$ cat config.mk
export PLATFORM = sky130hd
export DESIGN_NAME = fetch_ctrl_flat
export DESIGN_NICKNAME = d
export VERILOG_FILES = /design/src/rtl/fetch_pkg.sv /design/src/rtl/fetch_ctrl_if.sv /design/src/rtl/sat_counter.sv /design/src/rtl/fetch_ctrl.sv /design/src/flat_wrapper.sv
export SDC_FILE = /design/constraint.sdc
export NUM_CORES = 1
export LEC_CHECK = 0
export ABC_AREA = 1
export CORE_UTILIZATION = 46
export CTS_BUF_LIST = sky130_fd_sc_hd__clkbuf_8
export DETAILED_ROUTE_END_ITERATION = 10
export GPL_TIMING_DRIVEN = 0
export PLACE_DENSITY = 0.81
export SETUP_SLACK_MARGIN = 0.05
export SKIP_CTS_REPAIR_TIMING = 1
export SLEW_MARGIN = 15
export SYNTH_ARGS = -nofsm -noshare
export SYNTH_HDL_FRONTEND = slang
export SYNTH_HIERARCHICAL = 1
export SYNTH_SLANG_ARGS = --single-unit
$ cat constraint.sdc
create_clock -name clk -period 1.9 [get_ports clk]
set_input_delay 0.475 -clock clk [delete_from_list [all_inputs] [get_ports clk]]
set_output_delay 0.475 -clock clk [all_outputs]
set_load 0.1 [all_outputs]
$ cat src/rtl/fetch_pkg.sv
// fetch_pkg: shared state encoding and target width for the fetch controller
package fetch_pkg;
    typedef enum logic [1:0] {IDLE, RUN, FLUSH, DONE} fetch_state_t;
    localparam int PC_TGT_W = 8;
endpackage

$ cat src/rtl/fetch_ctrl_if.sv
// fetch_ctrl_if: decoder/PC-facing signal bundle of the fetch controller
interface fetch_ctrl_if #(
    parameter int D  = 10,
    parameter int CW = 16
);
    import fetch_pkg::*;
    logic                start;
    logic [D-1:0]        prog_ctr;
    logic                branch_req;
    logic                branch_taken;
    logic [PC_TGT_W-1:0] branch_target;
    logic                halt_req;
    logic                pc_reset;
    logic                pc_jump_en;
    logic [PC_TGT_W-1:0] pc_target;
    logic                fetch_valid;
    logic                busy;
    logic                done;
    logic                wrap_err;
    logic [CW-1:0]       cycle_count;
    modport master (
        output start, prog_ctr, branch_req, branch_taken, branch_target, halt_req,
        input  pc_reset, pc_jump_en, pc_target, fetch_valid, busy, done, wrap_err, cycle_count
    );
    modport slave (
        input  start, prog_ctr, branch_req, branch_taken, branch_target, halt_req,
        output pc_reset, pc_jump_en, pc_target, fetch_valid, busy, done, wrap_err, cycle_count
    );
endinterface

$ cat src/rtl/sat_counter.sv
// sat_counter: clearable up-counter that sticks at all ones
module sat_counter #(
    parameter int W = 16
) (
    input  logic         clk,
    input  logic         reset_n,
    input  logic         clr,
    input  logic         inc,
    output logic [W-1:0] q
);
    logic [W-1:0] cnt_q, cnt_d;
    // clear wins over increment; increment stops once every bit is set
    always_comb cnt_d = clr ? '0 : (inc && !(&cnt_q)) ? cnt_q + 1'b1 : cnt_q;
    // count register
    always_ff @(posedge clk) begin
        if (!reset_n) cnt_q <= '0;
        else          cnt_q <= cnt_d;
    end
    assign q = cnt_q;
endmodule

$ cat src/rtl/fetch_ctrl.sv
// fetch_ctrl: start/run/flush/done sequencer driving the PC reset, jump and target
module fetch_ctrl
    import fetch_pkg::*;
#(
    parameter int D  = 10,
    parameter int CW = 16
) (
    input logic         clk,
    input logic         reset_n,
    fetch_ctrl_if.slave bus
);
    if (D != 10) begin : g_bad_d
        $error("fetch_ctrl: D must be 10 so the 8-bit target fills prog_ctr[D-1:2]");
    end
    fetch_state_t        state_q, state_d;
    logic                jump_q, jump_d;
    logic [PC_TGT_W-1:0] target_q, target_d;
    logic                wrap_q, wrap_d;
    logic                cnt_clr;
    // next state; in RUN halt beats a taken branch, which beats PC wrap
    always_comb begin
        state_d  = state_q;
        jump_d   = 1'b0;
        target_d = target_q;
        wrap_d   = wrap_q;
        cnt_clr  = 1'b0;
        case (state_q)
            IDLE, DONE: if (bus.start) begin
                state_d = RUN;
                cnt_clr = 1'b1;
                wrap_d  = 1'b0;
            end
            RUN: if (bus.halt_req) begin
                state_d = DONE;
            end else if (bus.branch_req && bus.branch_taken) begin
                state_d  = FLUSH;
                jump_d   = 1'b1;
                target_d = bus.branch_target;
            end else if (&bus.prog_ctr) begin
                state_d = DONE;
                wrap_d  = 1'b1;
            end
            FLUSH: state_d = RUN;
            default: state_d = IDLE;
        endcase
    end
    // state and registered outputs; reset drops any pending jump
    always_ff @(posedge clk) begin
        if (!reset_n) begin
            state_q  <= IDLE;
            jump_q   <= 1'b0;
            target_q <= '0;
            wrap_q   <= 1'b0;
        end else begin
            state_q  <= state_d;
            jump_q   <= jump_d;
            target_q <= target_d;
            wrap_q   <= wrap_d;
        end
    end
    assign bus.pc_reset    = !reset_n || state_q == IDLE || state_q == DONE;
    assign bus.fetch_valid = state_q == RUN;
    assign bus.busy        = state_q == RUN || state_q == FLUSH;
    assign bus.done        = state_q == DONE;
    assign bus.pc_jump_en  = jump_q;
    assign bus.pc_target   = target_q;
    assign bus.wrap_err    = wrap_q;
    sat_counter #(.W(CW)) u_cycles (
        .clk     (clk),
        .reset_n (reset_n),
        .clr     (cnt_clr),
        .inc     (bus.busy),
        .q       (bus.cycle_count)
    );
endmodule

$ cat src/flat_wrapper.sv
// flat-port wrapper written by rule: the top's interface ports become plain ports
module fetch_ctrl_flat import fetch_pkg::*;
#(
    parameter int D  = 10,
    parameter int CW = 16
)
  (clk, reset_n, bus_start, bus_prog_ctr, bus_branch_req, bus_branch_taken, bus_branch_target, bus_halt_req, bus_pc_reset, bus_pc_jump_en, bus_pc_target, bus_fetch_valid, bus_busy, bus_done, bus_wrap_err, bus_cycle_count);
  fetch_ctrl_if #(.D(D), .CW(CW)) bus_i ();
  input logic clk;
  input logic reset_n;
  input wire logic [$bits(bus_i.start)-1:0] bus_start;
  input wire logic [$bits(bus_i.prog_ctr)-1:0] bus_prog_ctr;
  input wire logic [$bits(bus_i.branch_req)-1:0] bus_branch_req;
  input wire logic [$bits(bus_i.branch_taken)-1:0] bus_branch_taken;
  input wire logic [$bits(bus_i.branch_target)-1:0] bus_branch_target;
  input wire logic [$bits(bus_i.halt_req)-1:0] bus_halt_req;
  output wire logic [$bits(bus_i.pc_reset)-1:0] bus_pc_reset;
  output wire logic [$bits(bus_i.pc_jump_en)-1:0] bus_pc_jump_en;
  output wire logic [$bits(bus_i.pc_target)-1:0] bus_pc_target;
  output wire logic [$bits(bus_i.fetch_valid)-1:0] bus_fetch_valid;
  output wire logic [$bits(bus_i.busy)-1:0] bus_busy;
  output wire logic [$bits(bus_i.done)-1:0] bus_done;
  output wire logic [$bits(bus_i.wrap_err)-1:0] bus_wrap_err;
  output wire logic [$bits(bus_i.cycle_count)-1:0] bus_cycle_count;
  assign bus_i.start = bus_start;
  assign bus_i.prog_ctr = bus_prog_ctr;
  assign bus_i.branch_req = bus_branch_req;
  assign bus_i.branch_taken = bus_branch_taken;
  assign bus_i.branch_target = bus_branch_target;
  assign bus_i.halt_req = bus_halt_req;
  assign bus_pc_reset = bus_i.pc_reset;
  assign bus_pc_jump_en = bus_i.pc_jump_en;
  assign bus_pc_target = bus_i.pc_target;
  assign bus_fetch_valid = bus_i.fetch_valid;
  assign bus_busy = bus_i.busy;
  assign bus_done = bus_i.done;
  assign bus_wrap_err = bus_i.wrap_err;
  assign bus_cycle_count = bus_i.cycle_count;
  fetch_ctrl #(.D(D), .CW(CW)) u_core (.clk(clk), .reset_n(reset_n), .bus(bus_i));
endmodule
==> results of run 1 <==
[cell families (layout without fill, tap and decap cells)]
logic type | Yosys count | after routing
and+or+nand+nor | 148 | 148
buffers and inverters | 31 | 90
DFF | 28 | 28
AOI/OAI and AO/OA | 25 | 25
adders and majority gates | 4 | 4
[cells in the mapped netlist]
| master | instances | area (um2) |
|---|---|---|
| clkbuf_1 | 1 | 3.75 |
| nand2_1 | 49 | 184 |
| nor3_1 | 3 | 15.0 |
| nand3_4 | 1 | 17.5 |
| nand2_2 | 2 | 12.5 |
| a21oi_1 | 12 | 60.1 |
| clkinv_4 | 1 | 8.76 |
| nand2_4 | 2 | 22.5 |
| buf_6 | 2 | 22.5 |
| and3_1 | 1 | 6.26 |
| nand4_1 | 2 | 12.5 |
| inv_2 | 3 | 11.3 |
| a21oi_2 | 1 | 8.76 |
| nand3_2 | 2 | 20.0 |
| nor2_8 | 1 | 20.0 |
| ha_1 | 4 | 50.1 |
| inv_1 | 23 | 86.3 |
| nor2_1 | 64 | 240 |
| or3_1 | 1 | 6.26 |
| dfxtp_1 | 28 | 561 |
| nand3b_1 | 1 | 7.51 |
| nor2_4 | 2 | 22.5 |
| o21ai_0 | 12 | 60.1 |
| clkinv_2 | 1 | 5.00 |
| nand3_1 | 17 | 85.1 |
[where the power goes]
part           internal, uW  switching, uW  total (uW)
Combinational           179            416         595
Sequential              616           22.2         638
Clock                   142            174         316
Total                   937            612        1550
[placed cells by master, fill, tap and decap left out, drive strengths merged]
cell           Yosys  layout
a21oi             13      13
and3               1       1
buf                2       8
clkbuf             1      29
clkdlybuf4s50      0      22
clkinv             2       2
dfxtp             28      28
dlymetal6s2s       0       3
ha                 4       4
inv               26      26
nand2             53      53
nand3             20      20
nand3b             1       1
nand4              2       2
nor2              67      67
nor3               3       3
o21ai             12      12
or3                1       1
[sequential cells by signal (all words and copies together), names as in the netlist]
register and flops:
u_core/bus.wrap_err 1, u_core/state_q 2, u_core/u_cycles/q 16, u_core/bus.pc_target 8, u_core/bus.pc_jump_en 1
[metrics by stage]
step                      util [%]  total power, uW  area (um2)  setup slack, ps  hold slack [ps]
after CTS                     70.5             1530        2210             -966              493
after floorplan                  -             1070        1580            -14.6              479
after global placement        69.2             1210        2160             -950              463
after global routing          68.7             1620        2150            -33.8              519
final                         68.7             1550        2150            -5.19              485
after detailed placement      69.2             1220        2160             -966              471
[area by class of cell]
type | instances | area (um2) | share of cell area [%]
well taps | 44 | 55.1 | 2.56
repair buffers | 56 | 452 | 21.0
flip-flops and latches | 28 | 583 | 27.1
plain buffers | 3 | 26.3 | 1.22
inverters | 28 | 111 | 5.18
multi-input cells | 177 | 881 | 41.0
clock buffers | 3 | 41.3 | 1.92
[metal layers]
metal / up-vias / global-route usage (%) / wire, um
met5: - / 0 / 0
met4: 0 / 3.99 / 17
met3: 2 / 3.90 / 128
met2: 36 / 39.4 / 1900
met1: 748 / 30.4 / 1850
li1: 862 / - / -
[worst reg2reg max path: stages (launching register included)]
cell	delay, ps
dfxtp_2	340
inv_1	90
ha_4	350
nor2_1	60
nor2_1	390
buf_6	220
nand2_1	60
nor2_1	80
[worst max-delay path by stage]
| stage | startpoint | end | cells after the start | slack, ps |
|---|---|---|---|---|
| floorplan | u_core/state_q[0]$_SDFFE_PN0P_ | u_core/u_cycles/q[7]$_SDFFE_PP0P_ | 9 | -10 |
| global route | u_core/state_q[1]$_SDFFE_PN0P_ | bus_pc_reset | 4 | -30 |
| finish | u_core/state_q[0]$_SDFFE_PN0P_ | bus_pc_reset | 4 | -5 |
| CTS | reset_n | bus_pc_reset | 4 | -970 |
| global placement | reset_n | bus_pc_reset | 4 | -950 |
| detailed placement | reset_n | bus_pc_reset | 4 | -970 |
==> results.json, run 1 <==
{
  "wl_per_cell_um": 11.5,
  "antenna_cells": 0,
  "gr-total-overflow": 0,
  "row_count": 20,
  "final.setup_skew_ps": 6.90,
  "critPathRequiredTime_ps": 1420,
  "nNetsFinal": 325,
  "fin_crit_sh_pct": 100,
  "clock-root-buffer": "clkbuf_8",
  "synthMuxAreaShare_pct": 0,
  "gp_congestion": 0.894,
  "grt_use_total_pct": 23.0,
  "syn_nets": 264,
  "path_cells": "buf_6 -> ha_4 -> or3_4 -> buf_12",
  "synth.distinct_cells": 25,
  "cts_buffer_depth": 2,
  "port_buffers": 53,
  "area_delta_synth_final_pct": 38.8,
  "drv_cap": 0,
  "drc": 0,
  "worstPathArrival_ps": 1430,
  "grt_max_degree": 15,
  "crit_family": "simple AND/OR/NAND/NOR gates",
  "worstHoldStart": "u_core/bus.pc_target[2]$_SDFFE_PN0P_",
  "ant_nets": 0,
  "fp.dieArea_um2": 3600,
  "synth-seq-cells": 28,
  "r2r_start": "u_core/state_q[1]$_SDFFE_PN0P_",
  "violations": "setup timing",
  "hold_class": "flip-flop to flip-flop",
  "syn_area_per_cell_um2": 6.56,
  "reg2reg_setup_slack_ps": 240,
  "totalWireLength_mm": 3.90,
  "coreArea_um2": 3130,
  "cts_buffers": 3,
  "worst-path-buf-inv": 2,
  "first_pass_iters": 4,
  "slew_violations": 0,
  "leakagePower_uw": 0.00103,
  "finalCriticalPeriod_ps": 1910,
  "synth-xor-area-share_pct": 0,
  "via_per_inst": 4.86,
  "rr_endpoint": "u_core/u_cycles/q[9]$_SDFFE_PP0P_",
  "fill_cells": 280,
  "cpPeakStageDelay_ps": 390,
  "drive_gt1_share_pct": 24.7,
  "fp.dieW_um": 60.0,
  "max_slew_margin_pct": 35.7,
  "cts_tree": "built",
  "drtIter0Drc": 72,
  "max_freq_ghz": 0.525,
  "finalSetupTns_ps": -5.19,
  "synthAdderAreaFrac_pct": 3.23,
  "chipHeight_um": 60.0,
  "fin_ws_ps": -5.19,
  "endpoint_kind": "primary output",
  "antenna_found_initial": 0,
  "synth-simple-area-share_pct": 43.4,
  "setup_violations": 1,
  "ys_warn_count": 6,
  "syn_inst": 236,
  "num_vias": 1648,
  "cts.htree.levels": 1,
  "hold_viol": 0,
  "cts.reportedPaths.clkPinSlew_ps": 90,
  "critPathKind": "flip-flop to primary output",
  "cts_sinks": 28,
  "rsz0062_at_grt": "true",
  "start_util_pct": 49.5,
  "status": "finished, violations left",
  "yosysSeqAreaShare_pct": 36.2,
  "tightest_slew_ps": 963,
  "startpoint_type": "flip-flop",
  "slowest_stage": "or3_4",
  "insertion_delay_ps": 270,
  "powerDensity_nw_per_um2": 721,
  "synth_top_family_by_area": "simple AND/OR/NAND/NOR gates",
  "first_global_vias": 1354,
  "dp_cells": 333,
  "hold_depth": 2,
  "r2r_cells": 7,
  "syn_area_um2": 1550,
  "stdcell_count": 339,
  "synth_compound_area_share_pct": 8.32,
  "grt_pass1_wl_mm": 6.24,
  "min_to": "u_core/bus.pc_target[2]$_SDFFE_PN0P_",
  "cp_max_fo": 3,
  "ir_drop_mv": 0.537,
  "dpl.hpwl_mm": 2.95,
  "ios": 54
}
Note: power is estimated with default switching activity, not from simulation.
==> run 2, diff against run 1 <==
==> constraint.sdc (replaced) <==
create_clock -name clk -period 1.84 [get_ports clk]
set_input_delay 0.46 -clock clk [delete_from_list [all_inputs] [get_ports clk]]
set_output_delay 0.46 -clock clk [all_outputs]
set_load 0.1 [all_outputs]
==> run 2 against run 1 <==
  * The run still ends with setup timing left
  * Cell count fell by 0.29%
  * Cell area fell by 0.58%
  * First-iteration DRC count fell by 22%
  * Combinational power barely moved
  * Core utilization fell by 0.40 points
  * Clock power rose by 54%
==> results.json, run 2 (synthesis gave the netlist of run 1 again) <==
{
  "drv_cap": 0,
  "finalCriticalPeriod_ps": 1850,
  "row_count": 20,
  "insertion_delay_ps": 270,
  "critPathRequiredTime_ps": 1380,
  "cpPeakStageDelay_ps": 370,
  "p_sw_uw": 641,
  "fill_cells": 293,
  "p_clk_share_pct": 27.9,
  "via_per_inst": 4.80,
  "pre_cts_ws_ps": -968,
  "seq_power_share_pct": 38.0,
  "postLayoutCellArea_um2": 2140,
  "hold_depth": 3,
  "multi_input_area_um2": 871,
  "fp.dieW_um": 60.0,
  "drive_gt1_share_pct": 25.9,
  "layout_commonest_cell": "nor2_1",
  "r2r_cells": 7,
  "first_global_vias": 1363,
  "chipHeight_um": 60.0,
  "ios": 54,
  "ant_nets": 0,
  "powerDensity_nw_per_um2": 815,
  "min_to": "u_core/state_q[1]$_SDFFE_PN0P_",
  "cp_max_fo": 3,
  "cts_sinks": 28,
  "cts_buffers": 3,
  "grt_max_degree": 17,
  "fin_ws_ps": -5.11,
  "cts_tree": "built",
  "fp.dieArea_um2": 3600,
  "tightest_slew_ps": 562,
  "grt_pass1_wl_mm": 6.15,
  "path_cells": "inv_2 -> ha_4 -> or3_4 -> buf_12",
  "dpl.hpwl_mm": 2.85,
  "port_buffers": 53,
  "area_delta_synth_final_pct": 38.0,
  "max_slew_margin_pct": 62.7,
  "max_freq_ghz": 0.542,
  "wl_per_cell_um": 11.1,
  "worstHoldStart": "reset_n",
  "setup_violations": 1,
  "drc": 0,
  "worstPathArrival_ps": 1390,
  "largest_reg_flops": 16,
  "drtIter0Drc": 56,
  "first_pass_iters": 4,
  "cts_buffer_depth": 2,
  "gr-total-overflow": 0,
  "ir_drop_mv": 0.597,
  "rr_endpoint": "u_core/u_cycles/q[8]$_SDFFE_PP0P_",
  "final.setup_skew_ps": 1.55,
  "violations": "setup timing",
  "r2r_start": "u_core/state_q[0]$_SDFFE_PN0P_",
  "reg2reg_setup_slack_ps": 190,
  "combPwrFrac_pct": 34.1,
  "grt_use_total_pct": 22.8,
  "cts.reportedPaths.clkPinSlew_ps": 100,
  "nNetsFinal": 323,
  "register_area_um2": 588,
  "p_sw_share_pct": 36.8,
  "endpoint_kind": "primary output",
  "leakagePower_uw": 0.00100,
  "coreArea_um2": 3130,
  "antenna_found_initial": 0,
  "cts.htree.levels": 1,
  "totalWireLength_mm": 3.75,
  "antenna_cells": 0,
  "hold_class": "primary input to flip-flop",
  "fin_crit_sh_pct": 100,
  "slew_violations": 0,
  "layout_common_cells": "nor2_1 (64), nand2_1 (49), clkbuf_2 (27)",
  "rsz0062_at_grt": "true",
  "startpoint_type": "flip-flop",
  "slowest_stage": "dfxtp_2",
  "start_util_pct": 49.5,
  "gp_congestion": 0.852,
  "num_vias": 1624,
  "hold_viol": 0,
  "placed_area_um2": 2170,
  "internal_power_uw": 1100,
  "critPathKind": "flip-flop to primary output",
  "clock-root-buffer": "clkbuf_8",
  "status": "finished, violations left"
}
[run 2: worst max path at each step]
stage,slack [ps],end,cells after the start,start
5_1_grt,-50,bus_pc_reset,4,u_core/state_q[0]$_SDFFE_PN0P_
2_1_floorplan,-70,u_core/u_cycles/q[7]$_SDFFE_PP0P_,9,u_core/state_q[0]$_SDFFE_PN0P_
6_report,-5,bus_pc_reset,4,u_core/state_q[0]$_SDFFE_PN0P_
4_1_cts,-980,bus_busy,3,u_core/state_q[0]$_SDFFE_PN0P_
3_3_place_gp,-960,bus_pc_reset,4,reset_n
3_5_place_dp,-970,bus_pc_reset,4,reset_n
[run 2: final cells by class]
cell class,instances,share of cell area [%]
multi-input combinational,177,40.7
sequential,28,27.5
timing repair buffer,54,19.4
inverter,28,5.21
tap,44,2.58
clock buffer,3,1.93
clock inverter,1,1.41
buffer,3,1.23
[run 2: metal layers]
layer  vias up  share of wire (%)  wire [um]  GRT usage, %
li1        856                  -          -             -
met1       715                 47       1760          29.9
met2        49                 46       1720          38.4
met3         4                5.8        218          4.11
met4         0                1.1         41          5.98
met5         -                  0          0             0
[run 2: power groups by stage]
stage               sequential [uW]  combinational [uW]  clock, uW
finish                          662                 593        487
global route                    666                 631        525
CTS                             659                 586        501
detailed placement              674                 583          0
global placement                671                 575          0
floorplan                       811                 295          0
[run 2: per-stage QoR]
stage	TNS, ps	power, uW	instances	util (%)	hold WS [ps]
2_1_floorplan	-670	1110	236	-	479
3_3_place_gp	-4550	1250	333	69.4	462
3_5_place_dp	-4740	1260	333	69.4	477
4_1_cts	-13950	1750	337	71.6	499
5_1_grt	-50.8	1820	338	68.3	488
6_report	-5.11	1740	338	68.3	494
[run 2: worst max-delay path, delay by kind of cell (launching register included)]
kind	cells	cell delay [ps]
fa+ha+maj	1	140
buf+inv	2	230
simple gates	1	370
flops	1	370
==> run 3, diff against run 2 <==
--- a/config.mk
+++ b/config.mk
@@ -9,9 +9,7 @@
 export CORE_UTILIZATION = 46
 export CTS_BUF_LIST = sky130_fd_sc_hd__clkbuf_8
 export DETAILED_ROUTE_END_ITERATION = 10
-export GPL_TIMING_DRIVEN = 0
 export PLACE_DENSITY = 0.81
-export SETUP_SLACK_MARGIN = 0.05
 export SKIP_CTS_REPAIR_TIMING = 1
 export SLEW_MARGIN = 15
 export SYNTH_ARGS = -nofsm -noshare
==> constraint.sdc (replaced) <==
create_clock -name clk -period 2.08 [get_ports clk]
set_input_delay 0.52 -clock clk [delete_from_list [all_inputs] [get_ports clk]]
set_output_delay 0.52 -clock clk [all_outputs]
set_load 0.1 [all_outputs]
==> run 3 against run 2 <==
  * The flow now finishes without violations
  * Non-clock buffer count stayed put
  * Sequential cell count stayed put
  * Total power is 9.8% lower
  * Largest cell class unchanged
  * Clock skew is 4.5 ps higher
==> results.json, run 3 (synthesis gave the netlist of run 1 again) <==
{
  "drive_gt1_share_pct": 20.7,
  "cpPeakStageDelay_ps": 390,
  "slew_violations": 0,
  "status": "finished clean",
  "layout_common_cells": "nor2_1 (64), nand2_1 (49), dfxtp_1 (24)",
  "gp_congestion": 0.836,
  "port_buffers": 53,
  "cp_max_fo": 3,
  "final.setup_skew_ps": 6.06,
  "ir_drop_mv": 0.403,
  "num_vias": 1700,
  "setup_violations": 0,
  "hold_viol": 0,
  "critPathKind": "flip-flop to primary output",
  "ant_nets": 0,
  "clock-root-buffer": "clkbuf_8",
  "start_util_pct": 49.5,
  "cts_buffer_depth": 2,
  "fill_cells": 270,
  "crit_start": "u_core/state_q[0]$_SDFFE_PN0P_",
  "endpoint_kind": "primary output",
  "layout_commonest_cell": "nor2_1",
  "max_slew_margin_pct": 74.9,
  "coreArea_um2": 3130,
  "largest_reg_flops": 16,
  "tightest_slew_ps": 373,
  "slowest_stage": "or3_4",
  "antenna_found_initial": 0,
  "grt_max_degree": 18,
  "hold_class": "flip-flop to flip-flop",
  "cts_buffers": 3,
  "gr-total-overflow": 0,
  "antenna_cells": 0,
  "cts_tree": "built",
  "insertion_delay_ps": 280,
  "cts.htree.levels": 1,
  "rsz0062_at_grt": "false",
  "drv_cap": 0,
  "leakagePower_uw": 0.00105,
  "chipHeight_um": 60.0,
  "fin_crit_sh_pct": 94.9,
  "pre_cts_ws_ps": -1.30,
  "finalCriticalPeriod_ps": 1970,
  "row_count": 20,
  "via_per_inst": 5.03,
  "wl_per_cell_um": 11.3,
  "dp_cells": 334,
  "fp.dieW_um": 60.0,
  "startpoint_type": "flip-flop",
  "finalSetupTns_ps": 0,
  "grt_use_total_pct": 23.2,
  "fp.dieArea_um2": 3600,
  "powerDensity_nw_per_um2": 675,
  "area_delta_synth_final_pct": 50.2,
  "first_pass_iters": 5,
  "cts.reportedPaths.clkPinSlew_ps": 100,
  "dpl.hpwl_mm": 2.96,
  "nNetsFinal": 323,
  "totalWireLength_mm": 3.81,
  "ios": 54,
  "grt_pass1_wl_mm": 6.32,
  "path_cells": "inv_1 -> ha_2 -> or3_4 -> buf_12",
  "placed_area_um2": 2250,
  "cts_sinks": 28,
  "drc": 0,
  "postLayoutCellArea_um2": 2330,
  "fin_ws_ps": 105,
  "first_global_vias": 1523,
  "r2r_start": "u_core/state_q[0]$_SDFFE_PN0P_",
  "critPathRequiredTime_ps": 1560,
  "worstPathArrival_ps": 1450,
  "max_freq_ghz": 0.506,
  "stdcell_count": 338,
  "drtIter0Drc": 59,
  "worstHoldStart": "u_core/bus.pc_target[5]$_SDFFE_PN0P_"
}
## run 3: cell types whose count changed in the layout (fill, tap and decap cells not counted), sizes merged
cell,before,now
buf,6,34
clkbuf,31,3
## run 3: critical path: cells and delay by family, from the launching register on
kind	cells	cell delay, ps
adder cells (fa/ha/maj)	1	180
buffers and inverters	2	240
AND/OR/NAND/NOR	1	390
flip-flops	1	370
## run 3: through the flow
stage / hold slack [ps] / total power (uW) / util (%)
CTS: 494 / 1590 / 74.3
global route: 519 / 1640 / 74.4
detailed placement: 475 / 1160 / 72.0
global placement: 463 / 1150 / 72.0
floorplan: 479 / 977 / -
finish: 491 / 1570 / 74.4
## run 3: cell type report
cell class                 instances  area (um2)  area share [%]
sequential                        28         566            24.3
clock buffer                       3        41.3            1.77
clock inverter                     1        30.0            1.29
tap                               44        55.1            2.37
multi-input combinational        177         861            37.0
timing repair buffer              57         663            28.5
inverter                          28         111            4.78
## run 3: power by group
part           leakage (uW)  switching (uW)  internal (uW)
logic              0.000787             375            185
clock network     0.0000357             172            258
registers          0.000229            19.6            562
## run 3: worst paths after layout
check	to	slack, ps	cells after the start
worst max register to register	u_core/u_cycles/q[13]$_SDFFE_PP0P_	290	9
worst min register to register	u_core/bus.pc_target[5]$_SDFFE_PN0P_	490	2
worst min-delay path	u_core/bus.pc_target[5]$_SDFFE_PN0P_	490	2
worst max-delay path	bus_pc_reset	110	4
## run 3: layer usage
layer	global-route usage (%)	up-vias	share of wire (%)
met2	42.2	55	51
met1	27.3	771	43
met4	4.98	0	1.2
met5	0	-	0
li1	-	862	-
met3	5.84	12	4.7
